### src/rtl/mips_pkg.sv
// Shared definitions for the MIPS execute stage: ALU codes, EXE FSM encoding
// and the datapath width.
package mips_pkg;

  localparam int DATA_W = 32;

  localparam logic [3:0] ALUC_ADD = 4'b0000;
  localparam logic [3:0] ALUC_SUB = 4'b0001;
  localparam logic [3:0] ALUC_AND = 4'b0010;
  localparam logic [3:0] ALUC_OR  = 4'b0011;
  localparam logic [3:0] ALUC_XOR = 4'b0100;
  localparam logic [3:0] ALUC_SLT = 4'b0101;
  localparam logic [3:0] ALUC_SLL = 4'b0110;
  localparam logic [3:0] ALUC_SRL = 4'b0111;
  localparam logic [3:0] ALUC_LUI = 4'b1000;
  localparam logic [3:0] ALUC_MUL = 4'b1001;

  typedef enum logic [1:0] {
    ST_IDLE = 2'd0,
    ST_MULT = 2'd1,
    ST_DONE = 2'd2
  } exe_state_e;

endpackage

### src/rtl/seq_multiplier.sv
// Iterative shift-add multiplier: one multiplier bit per cycle, DATA_W cycles,
// keeps the low DATA_W bits of the product.
module seq_multiplier #(
  parameter int DATA_W = 32
) (
  input  logic              clk,
  input  logic              clrn,
  input  logic              start,
  input  logic [DATA_W-1:0] a,
  input  logic [DATA_W-1:0] b,
  output logic              busy,
  output logic              done,
  output logic [DATA_W-1:0] product
);

  localparam int CNT_W = $clog2(DATA_W);

  logic [DATA_W-1:0] r_mcand;
  logic [DATA_W-1:0] r_mplier;
  logic [DATA_W-1:0] r_acc;
  logic [CNT_W-1:0]  r_cnt;
  logic              r_busy;

  always_ff @(posedge clk or negedge clrn) begin
    if (!clrn) begin
      r_mcand  <= '0;
      r_mplier <= '0;
      r_acc    <= '0;
      r_cnt    <= '0;
      r_busy   <= 1'b0;
    end else if (r_busy) begin
      if (r_mplier[0]) r_acc <= r_acc + r_mcand;
      r_mcand  <= r_mcand << 1;
      r_mplier <= r_mplier >> 1;
      r_cnt    <= r_cnt + 1'b1;
      if (r_cnt == CNT_W'(DATA_W - 1)) r_busy <= 1'b0;
    end else if (start) begin
      r_mcand  <= a;
      r_mplier <= b;
      r_acc    <= '0;
      r_cnt    <= '0;
      r_busy   <= 1'b1;
    end
  end

  // done flags the cycle doing the final iteration; product is complete after that edge.
  assign busy    = r_busy;
  assign done    = r_busy && (r_cnt == CNT_W'(DATA_W - 1));
  assign product = r_acc;

endmodule

### src/rtl/exe_stage.sv
// Execute stage with EXE/MEM register; MUL runs on the sequential multiplier
// and stalls the upstream stages until its result is ready.
module exe_stage #(
  parameter int DATA_W = mips_pkg::DATA_W
) (
  input  logic              clk,
  input  logic              clrn,
  input  logic              ewreg,
  input  logic              em2reg,
  input  logic              ewmem,
  input  logic              ealuimm,
  input  logic [3:0]        ealuc,
  input  logic [4:0]        emux,
  input  logic [DATA_W-1:0] eRegOutA,
  input  logic [DATA_W-1:0] eRegOutB,
  input  logic [DATA_W-1:0] eExtended,
  output logic              stall,
  output logic              mwreg,
  output logic              mm2reg,
  output logic              mwmem,
  output logic [4:0]        mmux,
  output logic [DATA_W-1:0] mAluOut,
  output logic [DATA_W-1:0] mRegOutB
);

  import mips_pkg::*;

  function automatic logic [DATA_W-1:0] alu_f(input logic [3:0] op,
                                              input logic [DATA_W-1:0] a,
                                              input logic [DATA_W-1:0] b);
    logic [DATA_W-1:0] res;
    res = '0;
    case (op)
      ALUC_ADD: res = a + b;
      ALUC_SUB: res = a - b;
      ALUC_AND: res = a & b;
      ALUC_OR:  res = a | b;
      ALUC_XOR: res = a ^ b;
      ALUC_SLT: res = DATA_W'($signed(a) < $signed(b));
      ALUC_SLL: res = a << b[4:0];
      ALUC_SRL: res = a >> b[4:0];
      ALUC_LUI: res = b << 16;
      default:  res = '0;
    endcase
    return res;
  endfunction

  exe_state_e        r_state;
  exe_state_e        w_state_nxt;
  logic [DATA_W-1:0] w_b;
  logic [DATA_W-1:0] w_alu;
  logic              w_is_mul;
  logic              w_mul_start;
  logic              w_mul_busy;
  logic              w_mul_done;
  logic [DATA_W-1:0] w_product;
  logic              w_stall;

  assign w_b      = ealuimm ? eExtended : eRegOutB;
  assign w_alu    = alu_f(ealuc, eRegOutA, w_b);
  assign w_is_mul = (ealuc == ALUC_MUL);

  seq_multiplier #(.DATA_W(DATA_W)) u_mul (
    .clk     (clk),
    .clrn    (clrn),
    .start   (w_mul_start),
    .a       (eRegOutA),
    .b       (w_b),
    .busy    (w_mul_busy),
    .done    (w_mul_done),
    .product (w_product)
  );

  always_ff @(posedge clk or negedge clrn) begin
    if (!clrn) r_state <= ST_IDLE;
    else       r_state <= w_state_nxt;
  end

  // DONE never looks at ealuc, so the MUL still held in ID/EXE cannot re-trigger.
  always_comb begin
    w_state_nxt = r_state;
    w_mul_start = 1'b0;
    w_stall     = 1'b0;
    case (r_state)
      ST_IDLE: if (w_is_mul) begin
        w_mul_start = 1'b1;
        w_stall     = 1'b1;
        w_state_nxt = ST_MULT;
      end
      ST_MULT: begin
        w_stall = 1'b1;
        if (w_mul_done)       w_state_nxt = ST_DONE;
        else if (!w_mul_busy) w_state_nxt = ST_IDLE;
      end
      ST_DONE: w_state_nxt = ST_IDLE;
      default: w_state_nxt = ST_IDLE;
    endcase
  end

  // Reset also masks stall so upstream stages are released immediately.
  assign stall = w_stall & clrn;

  always_ff @(posedge clk or negedge clrn) begin
    if (!clrn) begin
      mwreg    <= 1'b0;
      mm2reg   <= 1'b0;
      mwmem    <= 1'b0;
      mmux     <= '0;
      mAluOut  <= '0;
      mRegOutB <= '0;
    end else if ((r_state == ST_IDLE && !w_is_mul) || r_state == ST_DONE) begin
      mwreg    <= ewreg;
      mm2reg   <= em2reg;
      mwmem    <= ewmem;
      mmux     <= emux;
      mAluOut  <= (r_state == ST_DONE) ? w_product : w_alu;
      mRegOutB <= eRegOutB;
    end else begin
      mwreg  <= 1'b0;
      mm2reg <= 1'b0;
      mwmem  <= 1'b0;
      mmux   <= '0;
    end
  end

endmodule
### config.mk
export PLATFORM = sky130hd
export DESIGN_NAME = exe_stage
export DESIGN_NICKNAME = d
export VERILOG_FILES = /design/src/rtl/mips_pkg.sv /design/src/rtl/seq_multiplier.sv /design/src/rtl/exe_stage.sv
export SDC_FILE = /design/constraint.sdc
export NUM_CORES = 1
export LEC_CHECK = 0
export BUFFER_PORTS_ARGS = -buffer_cell sky130_fd_sc_hd__buf_2
export CAP_MARGIN = 20
export CORE_MARGIN = 5
export CORE_UTILIZATION = 35
export DETAILED_ROUTE_END_ITERATION = 10
export PLACE_DENSITY = 0.59
export SKIP_LAST_GASP = 1
export SLEW_MARGIN = 0
export SYNTH_ARGS = -nofsm -noshare
export SYNTH_HDL_FRONTEND = slang
export SYNTH_SLANG_ARGS = --single-unit
export TNS_END_PERCENT = 50
### constraint.sdc
create_clock -name clk -period 3.2 [get_ports clk]
set_input_delay 0.16 -clock clk [delete_from_list [all_inputs] [get_ports clk]]
set_output_delay 0.16 -clock clk [all_outputs]
set_load 0.02 [all_outputs]
* Word-level counts from Yosys, hierarchy flattened
Index checks and enable logic that the tools add are counted.
** Storage, ports and cells
- Register bits :: 176
- Input bits :: 111
- Logic and storage cells :: 73
- Output and inout port bits :: 73
** Operators by class
- Add/subtract/negate cells :: 4
- Reductions and logical operators :: 9
- $lt $le $gt $ge :: 1
- Bitwise logic cells :: 4
- Equality and inequality tests :: 15
- Shifts and indexed selects :: 2
- Multiplexer cells :: 26
** Operators by type and width (number)
- 32-bit 2-to-1 mux :: 9
- 32-bit case mux with 9 select lines :: 1
- 32-bit adder :: 2
- 32-bit AND :: 1
- 32-bit less-than comparator :: 1
- 32-bit bitwise OR :: 1
- 32-bit by 5-bit left shift with 32-bit output :: 1
- 32-bit by 5-bit right shift with 32-bit output :: 1
- 32-bit subtractor :: 1
- 32-bit bitwise XOR :: 1
- 4-bit by 3-bit == test with 1-bit output (second input constant) :: 4
- 5-bit 2-to-1 mux :: 3
- 4-bit by 2-bit == test with 1-bit output (second input constant) :: 2
- 4-bit == test (second input constant) :: 2
- 1-bit 2-to-1 mux :: 8
- 2-bit 2-to-1 mux :: 3
- 5-bit by 1-bit adder with 5-bit output (second input constant) :: 1
- 5-bit == test (second input constant) :: 1
- 4-bit by 1-bit == test with 1-bit output (second input constant) :: 1
- 4-bit zero test :: 1
- 2-bit case mux with 2 select lines :: 1
- 2-bit AND reduction :: 2
- 3-bit by 2-bit != test with 1-bit output (second input constant) :: 1
- 2-bit by 1-bit == test with 1-bit output (second input constant) :: 1
- 10 further kinds :: 11

* Logic depth before layout (Yosys ltp)
- Word-level depth :: 5
- Mapped depth :: 17
- Depth with buffers taken out :: 14

* Cells and area by module
A second synthesis with hierarchy kept.
** Unflattened totals
- Cells, all modules :: 2226
- Area total of the unflattened synthesis :: 17235.3 sq um
** By module, submodules not included
- exe_stage :: seq. area each 1851.8 sq um, times used 1, cells an instance 1571, area an instance 11168.2 sq um
- seq_multiplier :: seq. area each 2552.4 sq um, times used 1, cells an instance 655, area an instance 6067.1 sq um

* Worst setup path before layout
Ideal clock, no wire load.
- Path kind :: input port to flip-flop
- Start point :: in ealuimm
- End point :: reg mAluOut[24]
- Cell stages on the path :: 16
- Data arrival time :: 4.174 ns
- Setup slack :: -1.106 ns
- Setup time :: 0.131 ns
- Cells stage by stage :: buf_2 > mux2i_1 > clkbuf_1 > buf_2 > ha_1 > buf_2 > a21o_1 > a221o_1 > o31a_1 > a41o_1 > a31oi_4 > o31ai_2 > a31o_1 > a221o_1 > a21oi_1 > o21ai_1
** Between the ends
- Word-level cells in the longest chain between the ends :: 4
** RTL lines
- start: declaration :: line exe_stage.sv:11 : input logic ealuimm,
- 32-bit 2-to-1 mux (*) :: line exe_stage.sv:59 : assign w_b = ealuimm ? eExtended : eRegOutB;
- 32-bit subtractor, or another cell as far along :: line exe_stage.sv:35 : ALUC_SUB: res = a - b;
- 32-bit case mux with 9 select lines (*) :: line exe_stage.sv:33 : case (op)
- 32-bit 2-to-1 mux (*) :: line exe_stage.sv:116 : mAluOut <= (r_state == ST_DONE) ? w_product : w_alu;
- end signal: assignment :: line exe_stage.sv:116
- end: declaration :: line exe_stage.sv:22 : output logic [DATA_W-1:0] mAluOut,
Mark *: on every way between the ends. The rest lies on a longest branch, timed or not.
A chain may end at the register's enable or synchronous reset.

* Worst setup path in the final report
- Start point :: in ealuimm
- End point :: reg mAluOut[29]
Same word-level chain as after synthesis.

==> metrics.csv <==
stage,metric,value,unit
status,outcome,finished clean,
worst_hold_path,hold_class,in2async,
logic_synthesis,synth_common_cells,"nand2_1, o21ai_0, nor2_1",
logic_synthesis,synth-async-reset-ratio,100,%
place,port_buffers,183,
clock_tree,cts_tree,done,
detailed_routing,antenna_left,0,
timing,slew_headroom,47.8,%
clock_tree,clockBufferDepth,2,
pwr,total_power,12.2,mW
detailed_routing,post_drt_wl_per_cell,24.3,microns
floorplan,rows,80,
timing,rsz0062_at_grt,true,
clock_tree,clock_sinks,176,
timing,tightest_slew,0.781,ns
clock_tree,clk_pin_slew,0.08,ns
floorplan,io_pins,184,
global_route,grt_use_total,31.0,%
run,drv_cap,0,
timing,final_max_slew_viol_count,0,
global_route,grt_pass1_vias,19500,
detailed_routing,drc,0,
logic_synthesis,synth.most_common_cell,nand2_1,
logic_synthesis,synth_cell_types,73,
global_route,grt_max_degree,135,
logic_synthesis,yosysWarnings,0,
clock_tree,root_buffer,clkbuf_16,
worst_setup_path,r2r-end,u_mul.product[30]$_DFFE_PN0P_,
timing,finalCriticalPeriod,3.18,ns
logic_synthesis,syn_avg_cell_area,7.63,sq um
worst_setup_path,path_class,in2reg,
cells_and_area,fin_nets,3046,
timing,max_freq,314,MHz
worst_setup_path,worstPathRequired,3.60,ns
logic_synthesis,synth_top_area_share,26.4,%
cells_and_area,fill_cells,4705,
place,place_inst,3342,
floorplan,die_x,228,microns
cells_and_area,areaGrowthSynthToFinish,39.1,%
worst_setup_path,crit-reg2reg-launch,u_mul.r_mcand[14]$_DFFE_PN0P_,
floorplan,start_util,35.2,%
pwr,p_leak,11.4,nW
pwr,powerDensity,524,nW/um^2
cells_and_area,stdcell_count,3431,
timing,hold_viol_final,0,
global_route,antenna_found_initial,0,
detailed_routing,wl,83500,microns
timing,finClkSkew,0.0171,ns
floorplan,core,47400,sq um
clock_tree,clk_latency,0.52,ns
place,placed_cell_area,21700,sq um
detailed_routing,routed-via-count,19700,
detailed_routing,first_pass_iters,7,
place,place.gp.congestion,1.04,
logic_synthesis,syn_nets,2430,
global_route,overflow,0,
worst_setup_path,critPathArrivalTime,3.58,ns
logic_synthesis,synthCells,2186,
logic_synthesis,seq_area_frac_synth,26.4,%
global_route,grt_pass1_wl,124000,microns
clock_tree,htreeDepth,4,
worst_setup_path,worstSetupEndpointType,flop,
logic_synthesis,syn_area,16700,sq um
timing,setup_viol,0,
cells_and_area,layout-drive-gt1-share,28.8,%
worst_setup_path,start_kind,input pin,
logic_synthesis,synth_seq_cells,176,
logic_synthesis,synthFlopType,dfrtp_1,
detailed_routing,vias_per_cell,5.73,
logic_synthesis,synth_largest_area_cell,dfrtp_1,
clock_tree,numCtsBuffers,17,
floorplan,dieArea,52100,sq um
logic_synthesis,synth-edff-count,0,
worst_setup_path,reg2reg_slack,0.16,ns
worst_setup_path,cp_slowest_cell,or3_4,
timing,post-route-period-util,99.5,%
cells_and_area,design_area,23200,sq um
floorplan,die_h,228,microns
worst_setup_path,critical-path-max-stage-delay,0.41,ns
pwr,peakVddDrop,463,uV
detailed_routing,drt_iter0_drc,1702,
place,dp_hpwl,66600,microns
logic_synthesis,netlist_top_cells_area,"dfrtp_1, ha_1, mux2i_1",
worst_setup_path,worstPathMaxFanout,7,
worst_setup_path,r2r_cells,13,
worst_setup_path,crit_chain,buf_8 -> buf_12 -> mux2i_4 -> ha_1 -> or3_4 -> or3_4 -> nor2_2 -> o211ai_1 -> a21oi_1 -> buf_4 -> o22ai_4 -> o31ai_2 -> xnor2_1 -> o211ai_1 -> o32a_1,
critical path: cells and delay by family:
| family | cells | cell delay (ns) |
|---|---|---|
| multiplexers | 1 | 0.32 |
| XOR/XNOR | 1 | 0.16 |
| buffers and inverters | 3 | 0.43 |
| AND/OR/NAND/NOR | 3 | 0.93 |
| AO/OA/AOI/OAI | 6 | 1.26 |
| adder cells (fa/ha/maj) | 1 | 0.30 |
sequential cells by signal, summed over array words and instances, names as in the netlist, 2 cells and up:
register        flops
mRegOutB           32
mAluOut            32
r_state             2
u_mul.product      32
mmux                5
u_mul.r_mplier     32
u_mul.r_mcand      32
u_mul.r_cnt         5
how the worst max path moves through the flow:
stage                            startpoint                             to  slack [ns]  cells after the start
6_report                            ealuimm        mAluOut[29]$_DFFE_PN0N_        0.02                     15
3_5_place_dp                        ealuimm        mAluOut[29]$_DFFE_PN0N_       -1.01                     15
5_1_grt                        eRegOutB[19]        mAluOut[30]$_DFFE_PN0N_       -0.07                     16
4_1_cts        u_mul.r_mcand[0]$_DFFE_PN0P_  u_mul.product[30]$_DFFE_PN0P_       -0.08                     14
3_3_place_gp                        ealuimm        mAluOut[29]$_DFFE_PN0N_       -0.96                     15
2_1_floorplan                       ealuimm        mAluOut[24]$_DFFE_PN0N_       -0.59                     17
final cells by class:
type	instances	area (sq um)	area share, %
antenna	1	2.50	0.0108
clock buffer	21	450	1.94
clock inverter	11	106	0.458
inverter	105	394	1.70
multi-input combinational	1762	11700	50.5
sequential	176	4410	19.0
tap	615	769	3.31
timing repair buffer	740	5360	23.1
cell families after synthesis:
| logic type | synth area share, % |
|---|---|
| compound gates | 28.9 |
| xor+xnor | 2.20 |
| fa+ha+maj | 10.1 |
| buf+inv | 5.76 |
| flops | 26.4 |
| mux | 8.91 |
| simple gates | 17.8 |
routing by layer:
layer / wire length [microns] / GRT usage, % / up-vias
li1: - / - / 9117
met1: 35500 / 40.3 / 9476
met2: 37600 / 49.7 / 877
met3: 5300 / 4.53 / 186
met4: 5120 / 17.0 / 0
met5: 0 / 0 / -
where the power goes:
part | internal [mW] | switching [mW] | leakage (nW)
Combinational | 2.72 | 3.79 | 8.80
Clock | 1.10 | 1.09 | 0.270
Sequential | 2.89 | 0.557 | 2.28
cells in the final DEF (no fill, tap or decap), types with 9 or more instances in the layout:
cell and n:
buf_4 503, nand2_1 328, o21ai_0 224, nor2_1 196, buf_2 181, dfrtp_1 175
a21oi_1 172, mux2i_1 126, ha_1 119, inv_1 103, a22oi_1 52, dlygate4sd3_1 41
o211ai_1 35, nor3_1 32, nand3_1 29, a211oi_1 27, a21o_1 25, xnor2_1 25
a221o_1 20, o22ai_1 20, a31oi_1 19, a221oi_1 18, clkbuf_16 18, nor2b_1 17
and2_1 17, xor2_1 17, o21bai_1 17, o221ai_1 14, o2111ai_1 12, nand2b_1 11
mux2i_4 9, o31ai_1 9, buf_12 9
stage by stage:
step / setup WS [ns] / utilization, % / hold WS [ns] / setup TNS, ns
floorplan: -0.594 / - / -0.136 / -4.61
global placement: -0.964 / 45.8 / 0.208 / -16.47
detailed placement: -1.01 / 45.8 / 0.208 / -17.47
CTS: -0.0763 / 48.0 / 0.168 / -0.289
global route: -0.0725 / 48.9 / 0.239 / -0.153
finish: 0.0164 / 48.9 / 0.184 / 0
what timing repair did:
action,4_1_cts,5_1_grt
gates cloned,0,1
endpoints found under the setup margin,23,26
resized for setup,18,50
setup buffers,0,14
hold buffers,41,0
pin swaps,2,29
endpoints found under the hold margin,101,0
Power figures use the tool's default switching activity.
